==> src/rtl/bus_arbiter.sv <==
// Two-master round-robin bus arbiter with a bounded hold limit.
// Forwards the owner's command to the Bus and registers read data back to the owner.
module bus_arbiter #(
  parameter int MAX_HOLD = 8
) (
  input  logic        clk,
  input  logic        reset,
  input  logic        m0_req,
  input  logic        m1_req,
  input  logic        m0_wen,
  input  logic        m1_wen,
  input  logic        m0_ren,
  input  logic        m1_ren,
  input  logic        m0_wordorbyte,
  input  logic        m1_wordorbyte,
  input  logic        m0_sysuse,
  input  logic        m1_sysuse,
  input  logic [31:0] m0_addr,
  input  logic [31:0] m1_addr,
  input  logic [31:0] m0_wdata,
  input  logic [31:0] m1_wdata,
  output logic        m0_gnt,
  output logic        m1_gnt,
  output logic [31:0] m0_rdata,
  output logic [31:0] m1_rdata,
  output logic        m0_rvalid,
  output logic        m1_rvalid,
  output logic        bus_Write_enable,
  output logic        bus_Read_enable,
  output logic        bus_WordorByte,
  output logic        bus_SystemUse,
  output logic [31:0] bus_Addr,
  output logic [31:0] bus_Write_data,
  input  logic [31:0] bus_Read_data
);

  localparam int HW = $clog2(MAX_HOLD + 1);
  localparam logic [HW-1:0] HOLD_LAST = HW'(MAX_HOLD - 1);

  typedef enum logic [1:0] {
    IDLE = 2'd0,
    OWN0 = 2'd1,
    OWN1 = 2'd2
  } state_t;

  state_t        state_q, state_d;
  logic          last_q, last_d;
  logic [HW-1:0] hold_q, hold_d;
  logic          xfer0_s, xfer1_s, contend_s;
  logic          rvalid0_q, rvalid1_q;
  logic [31:0]   rdata0_q, rdata1_q;

  // State, priority pointer and hold counter registers
  always_ff @(posedge clk) begin
    if (reset) begin
      state_q <= IDLE;
      last_q  <= 1'b1;
      hold_q  <= '0;
    end else begin
      state_q <= state_d;
      last_q  <= last_d;
      hold_q  <= hold_d;
    end
  end

  // Next-state selection: tie goes to the master that did not own last
  always_comb begin
    state_d = state_q;
    case (state_q)
      IDLE: begin
        if (m0_req && m1_req)  state_d = last_q ? OWN0 : OWN1;
        else if (m0_req)       state_d = OWN0;
        else if (m1_req)       state_d = OWN1;
        else                   state_d = IDLE;
      end
      OWN0: begin
        if (!m0_req)                           state_d = m1_req ? OWN1 : IDLE;
        else if (m1_req && hold_q == HOLD_LAST) state_d = OWN1;
        else                                   state_d = OWN0;
      end
      OWN1: begin
        if (!m1_req)                           state_d = m0_req ? OWN0 : IDLE;
        else if (m0_req && hold_q == HOLD_LAST) state_d = OWN0;
        else                                   state_d = OWN1;
      end
      default: state_d = IDLE;
    endcase
  end

  // Tenure bookkeeping: hold counts contended transfers only, saturating
  always_comb begin
    last_d    = last_q;
    hold_d    = hold_q;
    contend_s = (xfer0_s && m1_req) || (xfer1_s && m0_req);
    if (state_d != state_q) begin
      hold_d = '0;
      if (state_d == OWN0)      last_d = 1'b0;
      else if (state_d == OWN1) last_d = 1'b1;
      else                      last_d = last_q;
    end else if (contend_s && hold_q != HOLD_LAST) begin
      hold_d = hold_q + HW'(1);
    end else begin
      hold_d = hold_q;
    end
  end

  // Grant decode and Bus forwarding; strobes are blanked outside transfers
  always_comb begin
    m0_gnt           = (state_q == OWN0);
    m1_gnt           = (state_q == OWN1);
    xfer0_s          = (state_q == OWN0) && m0_req;
    xfer1_s          = (state_q == OWN1) && m1_req;
    bus_Write_enable = 1'b0;
    bus_Read_enable  = 1'b0;
    bus_WordorByte   = 1'b0;
    bus_SystemUse    = 1'b0;
    bus_Addr         = 32'h0000_0000;
    bus_Write_data   = 32'h0000_0000;
    if (xfer0_s) begin
      bus_Write_enable = m0_wen;
      bus_Read_enable  = m0_ren;
      bus_WordorByte   = m0_wordorbyte;
      bus_SystemUse    = m0_sysuse;
      bus_Addr         = m0_addr;
      bus_Write_data   = m0_wdata;
    end else if (xfer1_s) begin
      bus_Write_enable = m1_wen;
      bus_Read_enable  = m1_ren;
      bus_WordorByte   = m1_wordorbyte;
      bus_SystemUse    = m1_sysuse;
      bus_Addr         = m1_addr;
      bus_Write_data   = m1_wdata;
    end else begin
      bus_Write_enable = 1'b0;
    end
  end

  // Read return: capture at the end of the read transfer, pulse rvalid once
  always_ff @(posedge clk) begin
    if (reset) begin
      rvalid0_q <= 1'b0;
      rvalid1_q <= 1'b0;
      rdata0_q  <= 32'h0000_0000;
      rdata1_q  <= 32'h0000_0000;
    end else begin
      rvalid0_q <= xfer0_s && m0_ren;
      rvalid1_q <= xfer1_s && m1_ren;
      if (xfer0_s && m0_ren) rdata0_q <= bus_Read_data;
      if (xfer1_s && m1_ren) rdata1_q <= bus_Read_data;
    end
  end

  assign m0_rvalid = rvalid0_q;
  assign m1_rvalid = rvalid1_q;
  assign m0_rdata  = rdata0_q;
  assign m1_rdata  = rdata1_q;

endmodule

==> config.mk <==
export PLATFORM = sky130hd
export DESIGN_NAME = bus_arbiter
export DESIGN_NICKNAME = d
export VERILOG_FILES = /design/src/rtl/bus_arbiter.sv
export SDC_FILE = /design/constraint.sdc
export NUM_CORES = 1
export LEC_CHECK = 0
export ABC_AREA = 1
export BUFFER_PORTS_ARGS = -buffer_cell sky130_fd_sc_hd__buf_2
export CAP_MARGIN = 10
export CORE_AREA = 8 8 113 115
export DETAILED_ROUTE_END_ITERATION = 8
export DIE_AREA = 0 0 121 123
export PLACE_DENSITY = 0.7
export SYNTH_ARGS = -nofsm -noshare
export SYNTH_HDL_FRONTEND = slang
export SYNTH_SLANG_ARGS = --single-unit
==> constraint.sdc <==
create_clock -name clk -period 4.07 [get_ports clk]
set_clock_uncertainty 0.1 [all_clocks]
set_input_delay 0.2035 -clock clk [delete_from_list [all_inputs] [get_ports clk]]
set_output_delay 0.2035 -clock clk [all_outputs]
set_load 0.005 [all_outputs]
==> reports/summary.md, run 1 <==
Summing the areas of all xor and xnor instances in the mapped netlist gives 0.251% of the synthesized area. The die height was 123 um; the number of distinct library cell variants in the gate-level netlist after synthesis was 23. Measured on the finished design, the core utilization comes to 48.1%. At the pin with the least slew margin, the transition time is 1.15 ns. The wire length of the first global-routing pass was 24300 um; the horizontal die dimension was 121 um. Global placer's final weighted congestion: 0.933.

The reg-to-reg startpoint was state_q[0]$_SDFF_PP0_. The worst hold path belongs to the class in -> reg. The post-synthesis compound-gate area fraction is 27.1%. The clock slew seen by the registers of the worst setup and hold paths is 0.06 ns. Of the total synthesized cell area, the portion taken by full adders, half adders and majority gates is 0.716%. Setup violations remaining at the end of the flow were counted as 0.

CTS saw 73 sinks. The tools report the number of buffers inserted by hold repair at cts as 0. For this run, design rule violations remaining after detail routing come to 0. The post-route netlist has 45.8% of its cells at a drive strength greater than 1. The leakage power of the design was 0.00274 uW; the number of nets in the finished design was 901.

Total power: 1890 uW. Synthesis inferred 73 register bits. The die covers 0.0149 mm2.

In the global route stage, overall resource usage came out at 21.0%. Number of input and output port buffers inserted: 307. Measured against the total synthesized area, the mux share comes to 0%.

After floorplanning, the core was divided into 39 placement rows. The sort of element at the end of the critical path is a primary output. The signal on the critical path passes through inv_2 > nand2_2 > nor2_4 > buf_4 > a22o_1 > buf_2.

The final number of hold-violating endpoints was 0. Largest family of logic cells by synthesized area: compound AO/OA/AOI/OAI gates. Of all nets on the critical path, the largest fanout is 86.

In the synthesized netlist, the number of instances is 447. The initial utilization of the core area, before any placement, comes to 31.6%. The startpoint kind of the worst setup timing path was a register. For the post-synth design cell area, the log shows 0.00350 mm2. After the first detailed-routing iteration, the DRC count stood at 330. The flow ran to the end, and the final reports show no timing, DRC or antenna violations. For the routed wire length, the log shows 16800 um. The critical path starts at state_q[0]$_SDFF_PP0_. The detailed-routing iteration count for the pre-antenna-repair pass was 5. The run gives 859 as the placed instance count. The logs give 358 MHz for the peak clock frequency supported by timing and 2 for the number of buffers on the longest clock path. The critical path is of the reg -> out type. Once detail routing completed, the nets flagged for antenna violations numbered 0.

The filler-free cell count of the finished design was 879. The power per cell area is 355 mW/mm2. Measured against its own limit, the worst slew margin works out to 23.4%. The routed layout has 4337 vias. Averaged over all synthesized cells, the footprint is 7.82 um2.

During synthesis, Yosys emitted a total of 0 warnings. The number of gates resized after CTS was 0. Among all stages on the critical path, the largest delay is contributed by buf_4.

TritonCTS built the clock tree. Entering global routing, the biggest net connects 100 pins. The final critical path takes up 68.5% of the cycle.

In the final routed layout, each cell accounts on average for 19.2 um. Detailed placement ended at an HPWL of 13300 um. After Yosys synthesis, and, or, nand and nor cells account for 22.5% of the synthesized area.

The tools report the peak ir drop on the vdd network as 0.274 mV. The total I/O pin count came out at 308. The run gives 0 as the reported max-cap violation count.

The tools report the number of global-route vias before repair as 4227. The multi-input combinational cells in the finished layout cover a total of 0.00178 mm2. The H-tree was split into 3 levels. The logs give 5 for the number of antenna violations at the first check in global routing and 41.8% for the sequential cell area fraction in the yosys report.

The routed via count divided by cell count was 4.93; the clock latency of the later-clocked register in the worst-skew pair was 0.33 ns. With fillers left out, the area of the finished cells amounts to 0.00533 mm2. Setup repair after global routing left no endpoint under its margin. From synthesis to final layout, the design area changed by 52.4%. The post-CTS setup-driven buffer insertion count came out at 0. In this design, the stage delay of the slowest critical-path cell is 0.74 ns.

The logs give 0.00146 mm2 for the area of all sequential standard cells and 0.0111 mm2 for the area of the core region. CTS placed an instance of clkbuf_16 at the clock tree root. The logs give 0.00503 mm2 for the standard cell area after detailed placement and 2.49 ns for the worst path arrival time. Fill cells in the final layout number 1176. The smallest clock period supported by the final layout is computed as 2.79 ns. Summed over all failing endpoints, the final setup total negative slack is 0 ns. The worst hold path begins at bus_Read_data[10]. The number of nets produced by synthesis is 621. The number of buffers added by the clock tree synthesis step was 9. Global routing finished with a remaining overflow of 0. The logs give 0 for the final max-slew violation count and 3.77 ns for the required time of the critical path.
## Yosys cell counts
cell,n,area (um2)
a211oi_2,1,12.5
a21oi_1,68,340
a22o_1,67,587
buf_1,1,3.75
buf_2,21,105
buf_4,4,30.0
buf_6,2,22.5
clkbuf_1,14,52.6
dfxtp_1,73,1460
ha_1,2,25.0
inv_1,12,45.0
inv_2,2,7.51
nand2_1,90,338
nand2_2,4,25.0
nand3_1,73,365
nand4_1,1,6.26
nor2_1,5,18.8
nor2_4,1,11.3
nor3_1,2,10.0
o211ai_1,1,7.51
or2_0,1,6.26
or2_1,1,6.26
xor2_1,1,8.76
## metal layers
metal	up-vias	track usage, %	share of wire, %
li1	2148	-	-
met1	1967	22.8	36
met2	202	36.8	52
met3	20	6.76	9.9
met4	0	9.29	2.3
met5	-	0	0
## cells in the final DEF, fill, tap and decap left out
cell type | Yosys | final
inv_1 | 12 | 12
ha_1 | 2 | 2
clkbuf_16 | 0 | 9
clkinv_2 | 0 | 3
o211ai_1 | 1 | 1
nor2_4 | 1 | 2
or2_0 | 1 | 1
nand4_1 | 1 | 1
nand3_1 | 73 | 73
clkbuf_8 | 0 | 3
nand2_1 | 90 | 90
inv_2 | 2 | 2
xor2_1 | 1 | 1
nand2_2 | 4 | 4
dfxtp_1 | 73 | 73
nor2_1 | 5 | 4
diode_2 | 0 | 5
or2_1 | 1 | 1
a22o_1 | 67 | 67
nor3_1 | 2 | 2
buf_2 | 21 | 307
buf_4 | 4 | 4
a211oi_2 | 1 | 1
a21oi_1 | 68 | 68
## path summary, 6_finish.rpt
check	endpoint	slack, ns	cells after the start
setup reg to reg	m1_rdata[30]$_SDFFE_PP0P_	1.85	6
setup / recovery	bus_Write_data[31]	1.28	6
hold / removal	m1_rdata[10]$_SDFFE_PP0P_	0.05	3
hold reg to reg	m0_rdata[0]$_SDFFE_PP0P_	0.36	2
## report_power, final
| group | leakage [uW] | internal, uW | total [uW] | switching, uW |
|---|---|---|---|---|
| registers | 0.000590 | 739 | 753 | 13.9 |
| logic | 0.00200 | 184 | 404 | 221 |
| clock network | 0.000144 | 455 | 737 | 281 |
| total | 0.00274 | 1380 | 1890 | 516 |
## per-stage QoR
step | setup WS (ns) | hold WS (ns)
floorplan | 2.34 | 0.246
global placement | 1.63 | 0.346
detailed placement | 1.57 | 0.350
CTS | 1.21 | 0.0428
global route | 1.09 | 0.0509
finish | 1.28 | 0.0505
## state kept, by name (all words and copies together), names as in the netlist
signal     count
m1_rvalid      1
m0_rvalid      1
m0_rdata      32
m1_rdata      32
state_q        2
last_q         1
hold_q         4
## final cells by class
cell class / count / share of cell area [%]
sequential: 73 / 27.4
inverter: 14 / 0.986
clock buffer: 12 / 5.00
clock inverter: 3 / 0.282
tap: 143 / 3.36
antenna: 5 / 0.235
timing repair buffer: 311 / 29.4
multi-input combinational: 318 / 33.3
## critical path, delay by kind of cell (launching register included)
family,cells,cell delay [ns]
buffers and inverters,3,0.99
AND/OR/NAND/NOR,2,0.42
flip-flops,1,0.34
AO/OA/AOI/OAI,1,0.38
## cells by family (layout without fill, tap and decap cells)
group / count (synthesis) / count (layout)
other: 0 / 5
buffers and inverters: 56 / 340
AND/OR/NAND/NOR: 178 / 178
AO/OA/AOI/OAI: 137 / 137
XOR/XNOR: 1 / 1
adder cells (fa/ha/maj): 2 / 2
flip-flops: 73 / 73
Power figures use the tool's default switching activity.
==> inputs of run 2 (changes only) <==
ABC_AREA = 0   (was 1)
PLACE_DENSITY = 0.72   (was 0.7)
clock period = 2.47 ns   (was 4.07 ns; I/O delays follow)
==> run 2 against run 1 <==
Register-to-register slack got worse by 1.6 ns. Design area grew 7.2%. Worst hold slack worse by 0.033 ns. Die area unchanged. Sequential power increased by 62%. Sequential cell count is the same. First-iteration DRC count grew 5.2%. Combinational power rose by 18%. Cell count rose by 1.1%. Non-clock buffer count increased by 35. Synthesized cell count fell by 4.7%. Global-route usage shrank 0.89 points.
==> reports/summary.md, run 2 <==
The final setup TNS was 0 ns; the post-cts resize count was 0. For the multi-input combinational cell area, the log shows 0.00175 mm2. In this run the number of H-tree levels came out at 3. The worst setup path is captured at a register. The actual transition at the worst max-transition pin was 0.563 ns.

Headroom to the max-slew limit came out at 62.2%. After Yosys synthesis, full adders, half adders and majority gates account for 0.729% of the synthesized area. The post-detailed-route wirelength per cell is 17.9 um, and the maximum fanout count along the critical path is 8.

Wires add up to 16000 um. The logs give 31.0% for the starting density of the core and 42.6% for the sequential cell area fraction in the yosys report. By area the synthesized netlist is led by dfxtp_1 43%, a22o_1 17%, nand2_1 15%. In this run the vertical extent of the chip is 123 um. Summing the areas of all and, or, nand and nor instances in the mapped netlist gives 20.3% of the synthesized area. The number of global-route vias before repair is 4104. The largest total area in the synthesized netlist belongs to dfxtp_1. Entering global routing, the biggest net connects 68 pins. For the area of all sequential standard cells, the log shows 0.00146 mm2. The path class of the tightest hold or removal check is in -> reg.

The number of buffers on the longest clock path was 2; the number of nets produced by synthesis was 600. The number of warnings reported in the yosys synthesis log came out at 0. The number of fill cells in the layout was 1081. In the finished design, the share of the clock period the worst path needs comes to 90.4%. The detailed router's first-iteration violation count was 347; the peak ir drop on the vdd network was 0.472 mV. The fraction of registers with async set or reset after synthesis is 0%, and the number of antenna violations at the first check in global routing is 7.

The power per cell area came out at 570 mW/mm2. The number of distinct library cell variants in the gate-level netlist after synthesis was 34. The routed via count divided by cell count is 4.86, and the number of rows in the core area is 39. The clock slew seen by the registers of the worst setup and hold paths was 0.06 ns; the length of routed met2 wiring was 7350 um. The post-route netlist has 45.2% of its cells at a drive strength greater than 1.

The sum of met3 wire segment lengths after detailed routing was 1880 um; the time the worst path needs with I/O delays and setup was 2.23 ns. The DRC violation count after routing was 0; the detailed-routing iteration count for the pre-antenna-repair pass was 4. At the placement stage, the worst setup path has a slack of 0.260 ns. In the layout the commonest cells are 307 x buf_2, 134 x nand2_1, 73 x dfxtp_1.

The worst path arrival time is 2.39 ns. The reported max-cap violation count is 0. The peak clock frequency supported by timing was 448 MHz; the number of clock sinks seen by CTS was 73.

The final number of hold-violating endpoints was 0; the leakage power of the design was 0.00288 uW. The most used flip-flop cell after synthesis is dfxtp_1. Compared with the post-synthesis result, the final layout area differs by 66.3%.

The horizontal die dimension is 121 um, and the total via count in the routed design is 4319. Sorting the synthesized cells by how often they occur yields 134 x nand2_1, 73 x dfxtp_1, 67 x a22o_1. The congestion estimate from routability-driven global placement came to 0.920. The run gives 0 as the final max-slew violation count. For the area of the core region, the log shows 0.0111 mm2. For this run, the post-layout net count is 914. The synthesized flop and latch total is 73. The first global-routing pass estimated 23300 um of wire. Setup repair after global routing left no endpoint under its margin.

nand2_1 is the most common cell in the netlist. After synthesis, the largest area contributor takes up 42.6% of total cell area. Port buffering added 307 buffers. Counting every instance in the synthesized netlist gives 426. At the later pin of the worst-skew pair, clock insertion delay measures 0.32 ns. After synthesis, the largest family of logic cells by area is compound AO/OA/AOI/OAI gates.

The required time of the critical path is 2.63 ns, and the die area is 0.0149 mm2. Detailed placement finished with a half-perimeter wire length of 12200 um. The global route total overflow came out at 0.

The XOR/XNOR share of the synthesized area is 0.729%. The flow ran to the end, and the final reports show no timing, DRC or antenna violations. The synthesized area divided by synthesized cell count came out at 8.06 um2. The cell sitting at the root of the clock tree is a clkbuf_16. Total I/O pin count: 308. In this run the remaining antenna-violating nets after routing total 0. Clock tree synthesis inserted a total of 9 buffers. TritonCTS built the clock tree. Setup violations remaining at the end of the flow were counted as 0. The total routing resource utilization after global routing is 20.1%, and the wire length the detailed router placed on met1 is 6520 um. STA classifies the critical path startpoint as a register.

Leaving out fill and tap cells, the most frequent cell in the layout is buf_2. The post-synthesis compound-gate area fraction works out to 28.2%. The highest signal layer in the routed design was met5. For the worst path setup slack after routing, the log shows 0.238 ns. The critical path is of the reg -> reg type. The number of flops mapped to enable cells by yosys came out at 0. After synthesis the cells add up to 0.00343 mm2. Multiplexer cells account for 0.874% of the synthesized area.
==> run 2: cell types whose count changed in the layout (fill, tap and decap cells not counted), sizes merged, moves of 4 or more <==
cell         change
bufinv           +4
dlygate4sd3     +32
inv             -13
nand2           +41
nand3           -69
==> run 2: worst max-delay path, cell delays in order (launching register included) <==
cell	delay, ns
dfxtp_1	0.36
ha_1	0.19
and3b_1	0.30
nor2_1	0.08
a311oi_1	0.34
ha_1	0.30
nor4_2	0.30
mux2i_1	0.20
==> run 2: report_power, final <==
group          switching [uW]  internal (uW)
Combinational             218            259
Sequential               16.8           1200
Clock                     476           1080
Total                     710           2550
==> run 2: layer usage <==
layer,track usage (%),up-vias
met5,0,-
met4,3.83,12
met3,9.54,27
met2,32.3,205
met1,24.1,1964
li1,-,2111
==> run 2: worst paths after layout <==
| check | slack (ns) | depth (start not counted) | end | from |
|---|---|---|---|---|
| worst max register to register | 0.24 | 7 | last_q$_SDFFE_PP1P_ | hold_q[0]$_SDFFE_PP0P_ |
| worst max-delay path | 0.24 | 7 | last_q$_SDFFE_PP1P_ | hold_q[0]$_SDFFE_PP0P_ |
| worst min register to register | 0.35 | 2 | m1_rdata[8]$_SDFFE_PP0P_ | m1_rdata[8]$_SDFFE_PP0P_ |
| worst min-delay path | 0.02 | 2 | m1_rdata[16]$_SDFFE_PP0P_ | reset |
==> run 2: cell families (layout without fill, tap and decap cells) <==
logic type | Yosys count | in the layout
AND/OR/NAND/NOR | 164 | 164
buffers and inverters | 44 | 362
AO/OA/AOI/OAI | 138 | 138
other | 0 | 2
flip-flops | 73 | 73
multiplexers | 3 | 3
adder cells (fa/ha/maj) | 2 | 2
XOR/XNOR | 2 | 2
==> run 2: final cells by class <==
cell class | instances | area share (%)
multi-input cells | 309 | 30.6
well taps | 143 | 3.13
diodes | 2 | 0.0876
flip-flops and latches | 73 | 25.6
inverters | 1 | 0.0657
repair buffers | 346 | 34.3
clock buffers | 10 | 4.01
clock inverters | 5 | 2.26
==> run 2: metrics by stage <==
step | hold WS [ns] | power [uW] | util [%] | cells | cell area [um2]
2_1_floorplan | 0.159 | 1420 | - | 426 | 3430
3_5_place_dp | 0.281 | 1680 | 45.4 | 840 | 5030
6_report | 0.0178 | 3260 | 51.6 | 889 | 5710
4_1_cts | 0.000251 | 3290 | 51.5 | 887 | 5710
3_3_place_gp | 0.278 | 1680 | 45.4 | 840 | 5030
5_1_grt | 0.0126 | 3370 | 51.5 | 887 | 5710
==> run 2: what timing repair did <==
item	CTS	global route
hold buffers	32	0
hold endpoints to repair	64	0
setup buffers	0	0
==> inputs of run 3 (changes only) <==
REMOVE_ABC_BUFFERS = 1   (was not set)
==> run 3 against run 2 <==
Sequential cell count unchanged. Wire length up 28%. Sequential power about the same. Die area unchanged. Critical path depth down 3. Global-route usage up 6.3 points. Cell count up 0.90%. Design area down 0.66%. First-iteration DRC count up 16%. Count of clock-buffer cells in the layout unchanged.
==> reports/summary.md, run 3 (synthesis results as in run 2) <==
In this run the number of H-tree levels came out at 3. The peak clock frequency supported by timing was 439 MHz. The final max-slew violation count was 0; the final setup TNS was 0 ns.

The number of global-route vias before repair is 4437. The flow ran to the end, and the final reports show no timing, DRC or antenna violations. The final number of hold-violating endpoints is 0, and the number of buffers added by the clock tree synthesis step is 9. Setup violations remaining at the end of the flow were counted as 0. The number of input and output port buffers inserted is 307.

The critical-path cell with the highest stage delay is dfxtp_1. For the starting density of the core, the log shows 31.0%. The logs give 16900 um for the total half-perimeter wirelength after legalization and detailed placement and 4524 for the total via count in the routed design. The tools report the global route total overflow as 0. The first global-routing pass estimated 28800 um of wire. Counting both buffers and inverters, the worst setup path holds a total of 2.

The actual transition at the worst max-transition pin came out at 0.626 ns. For the worst-skew pair, the clock arrives at the later sink with an insertion delay of 0.32 ns. In the final routed layout, each cell accounts on average for 22.7 um. The run gives 1130 as the number of fill cells in the layout. The fraction of layout instances using a drive strength above 1 was 45.6%. Including well taps, the total number of placed cells is 844. After layout, the worst path uses 92.2% of the clock period. At the worst endpoint, the required time is 2.25 ns.

In the layout the commonest cells are 307 x buf_2, 134 x nand2_1, 73 x dfxtp_1. The startpoint kind of the worst setup timing path was a register. Setup repair after global routing left no endpoint under its margin. The horizontal die dimension is 121 um. The tools report the antenna violation net count after detailed routing as 0. Entering global routing, the biggest net connects 44 pins. The post-route worst hold slack is 0.0662 ns. The tools report the headroom to the max-slew limit as 57.9%. Maximum fanout count along the critical path: 23. For this run, the detailed router's first-pass iteration total came to 5.

The tools report the sort of element at the end of the critical path as a primary output. The number of cells traversed by the worst hold path was 2. TritonCTS built the clock tree. The die area is 0.0149 mm2. The routed wire length came out at 20300 um. The clock slew seen by the registers of the worst setup and hold paths was 0.06 ns. The run gives 403 as the detailed router's first-iteration violation count.

The signal on the critical path passes through and3b_2 > buf_4 > a22o_1 > buf_2. Leaving out fill and tap cells, the most frequent cell in the layout is buf_2. Data on the critical path arrives at its endpoint at 2.05 ns. The number of clock sinks seen by CTS was 73; the number of buffers on the longest clock path was 2.

The die height came out at 123 um. The routed via count divided by cell count was 5.04; the area of the core region was 0.0111 mm2. In this run the clock root is driven by a clkbuf_16.

Reported max-cap violation count: 0. Cell family with the largest share of critical-path delay: flip-flops. Dividing total power by cell area gives a power density of 550 mW/mm2. Relative to the synthesized area, the layout overhead comes to 65.2%.

Summed over all cells, the static leakage comes to 0.00287 uW. For the peak ir drop on the vdd network, the log shows 0.399 mV. The logs give 0.971 for the global placer's final weighted congestion and 39 for the number of rows in the core area. For this design the top-level I/O count stands at 308. Class of the most critical hold timing path: in -> reg. The number of nets in the finished design was 918.

The total power is 3120 uW, and the logic depth of the worst path, buffers included is 4. The number of antenna violations at the first check in global routing came out at 9. The logic depth of the worst register-to-register path came out at 7. The filler-free cell count of the finished design was 897; the time the worst path needs with I/O delays and setup was 2.28 ns.

For the total routing resource utilization after global routing, the log shows 26.4%. DRC violation count after routing: 0. The category of the most critical setup path is reg -> out.

The delay of the slowest cell on the worst path came out at 0.53 ns.
## run 3: changes by cell type in the layout (fill, tap and decap cells not counted)
cell,delta
buf_12,-3
inv_6,+1
bufinv_16,-2
clkbuf_1,-1
clkinv_4,-1
clkinv_2,+2
diode_2,+4
buf_4,+7
clkbuf_8,+1
## run 3: what timing repair did
action	in CTS	in global routing
endpoints found under the setup margin	0	0
buffers inserted	0	0
endpoints found under the hold margin	64	0
hold buffers	32	0
resized for setup	0	0
## run 3: worst paths after layout
| kind | slack, ns | to | start |
|---|---|---|---|
| max | 0.19 | bus_Addr[7] | state_q[1]$_SDFF_PP0_ |
| min | 0.07 | state_q[1]$_SDFF_PP0_ | reset |
| max reg2reg | 0.22 | last_q$_SDFFE_PP1P_ | hold_q[0]$_SDFFE_PP0P_ |
| min reg2reg | 0.35 | m1_rdata[3]$_SDFFE_PP0P_ | m1_rdata[3]$_SDFFE_PP0P_ |
## run 3: worst register-to-register path: stages, from the launching register on
cell      delay, ns
dfxtp_1        0.37
ha_1           0.19
and3b_1        0.31
nor2_1         0.09
a311oi_1       0.33
ha_1           0.30
nor4_2         0.31
mux2i_1        0.20
## run 3: area by class of cell
cell class | instances | area [um2] | area share [%]
Antenna cell | 6 | 15.0 | 0.265
Clock buffer | 10 | 239 | 4.21
Tap cell | 143 | 179 | 3.15
Inverter | 1 | 3.75 | 0.0662
Multi-Input combinational cell | 309 | 1750 | 30.8
Timing Repair Buffer | 350 | 1950 | 34.4
Sequential cell | 73 | 1460 | 25.8
Clock inverter | 5 | 78.8 | 1.39
## run 3: per-layer routing
layer	up-vias	track usage, %	part of all wire (%)
li1	2127	-	-
met1	2099	28.1	36
met2	247	43.2	46
met3	45	15.0	15
met4	6	9.37	2.6
met5	-	0	0.20
## run 3: per-stage QoR
stage / cell area [um2] / utilization [%] / worst slack, ns
2_1_floorplan: 3210 / - / -0.743
3_3_place_gp: 5020 / 45.3 / 0.289
3_5_place_dp: 5020 / 45.3 / 0.238
4_1_cts: 5660 / 51.1 / 0.152
5_1_grt: 5670 / 51.2 / 0.0326
6_report: 5670 / 51.2 / 0.192
## run 3: power breakdown
part	switching, uW	leakage, uW	total, uW	internal, uW
clock	481	0.000159	1390	906
sequential	16.7	0.000590	1220	1200
combinational	257	0.00212	515	258
total	755	0.00287	3120	2360
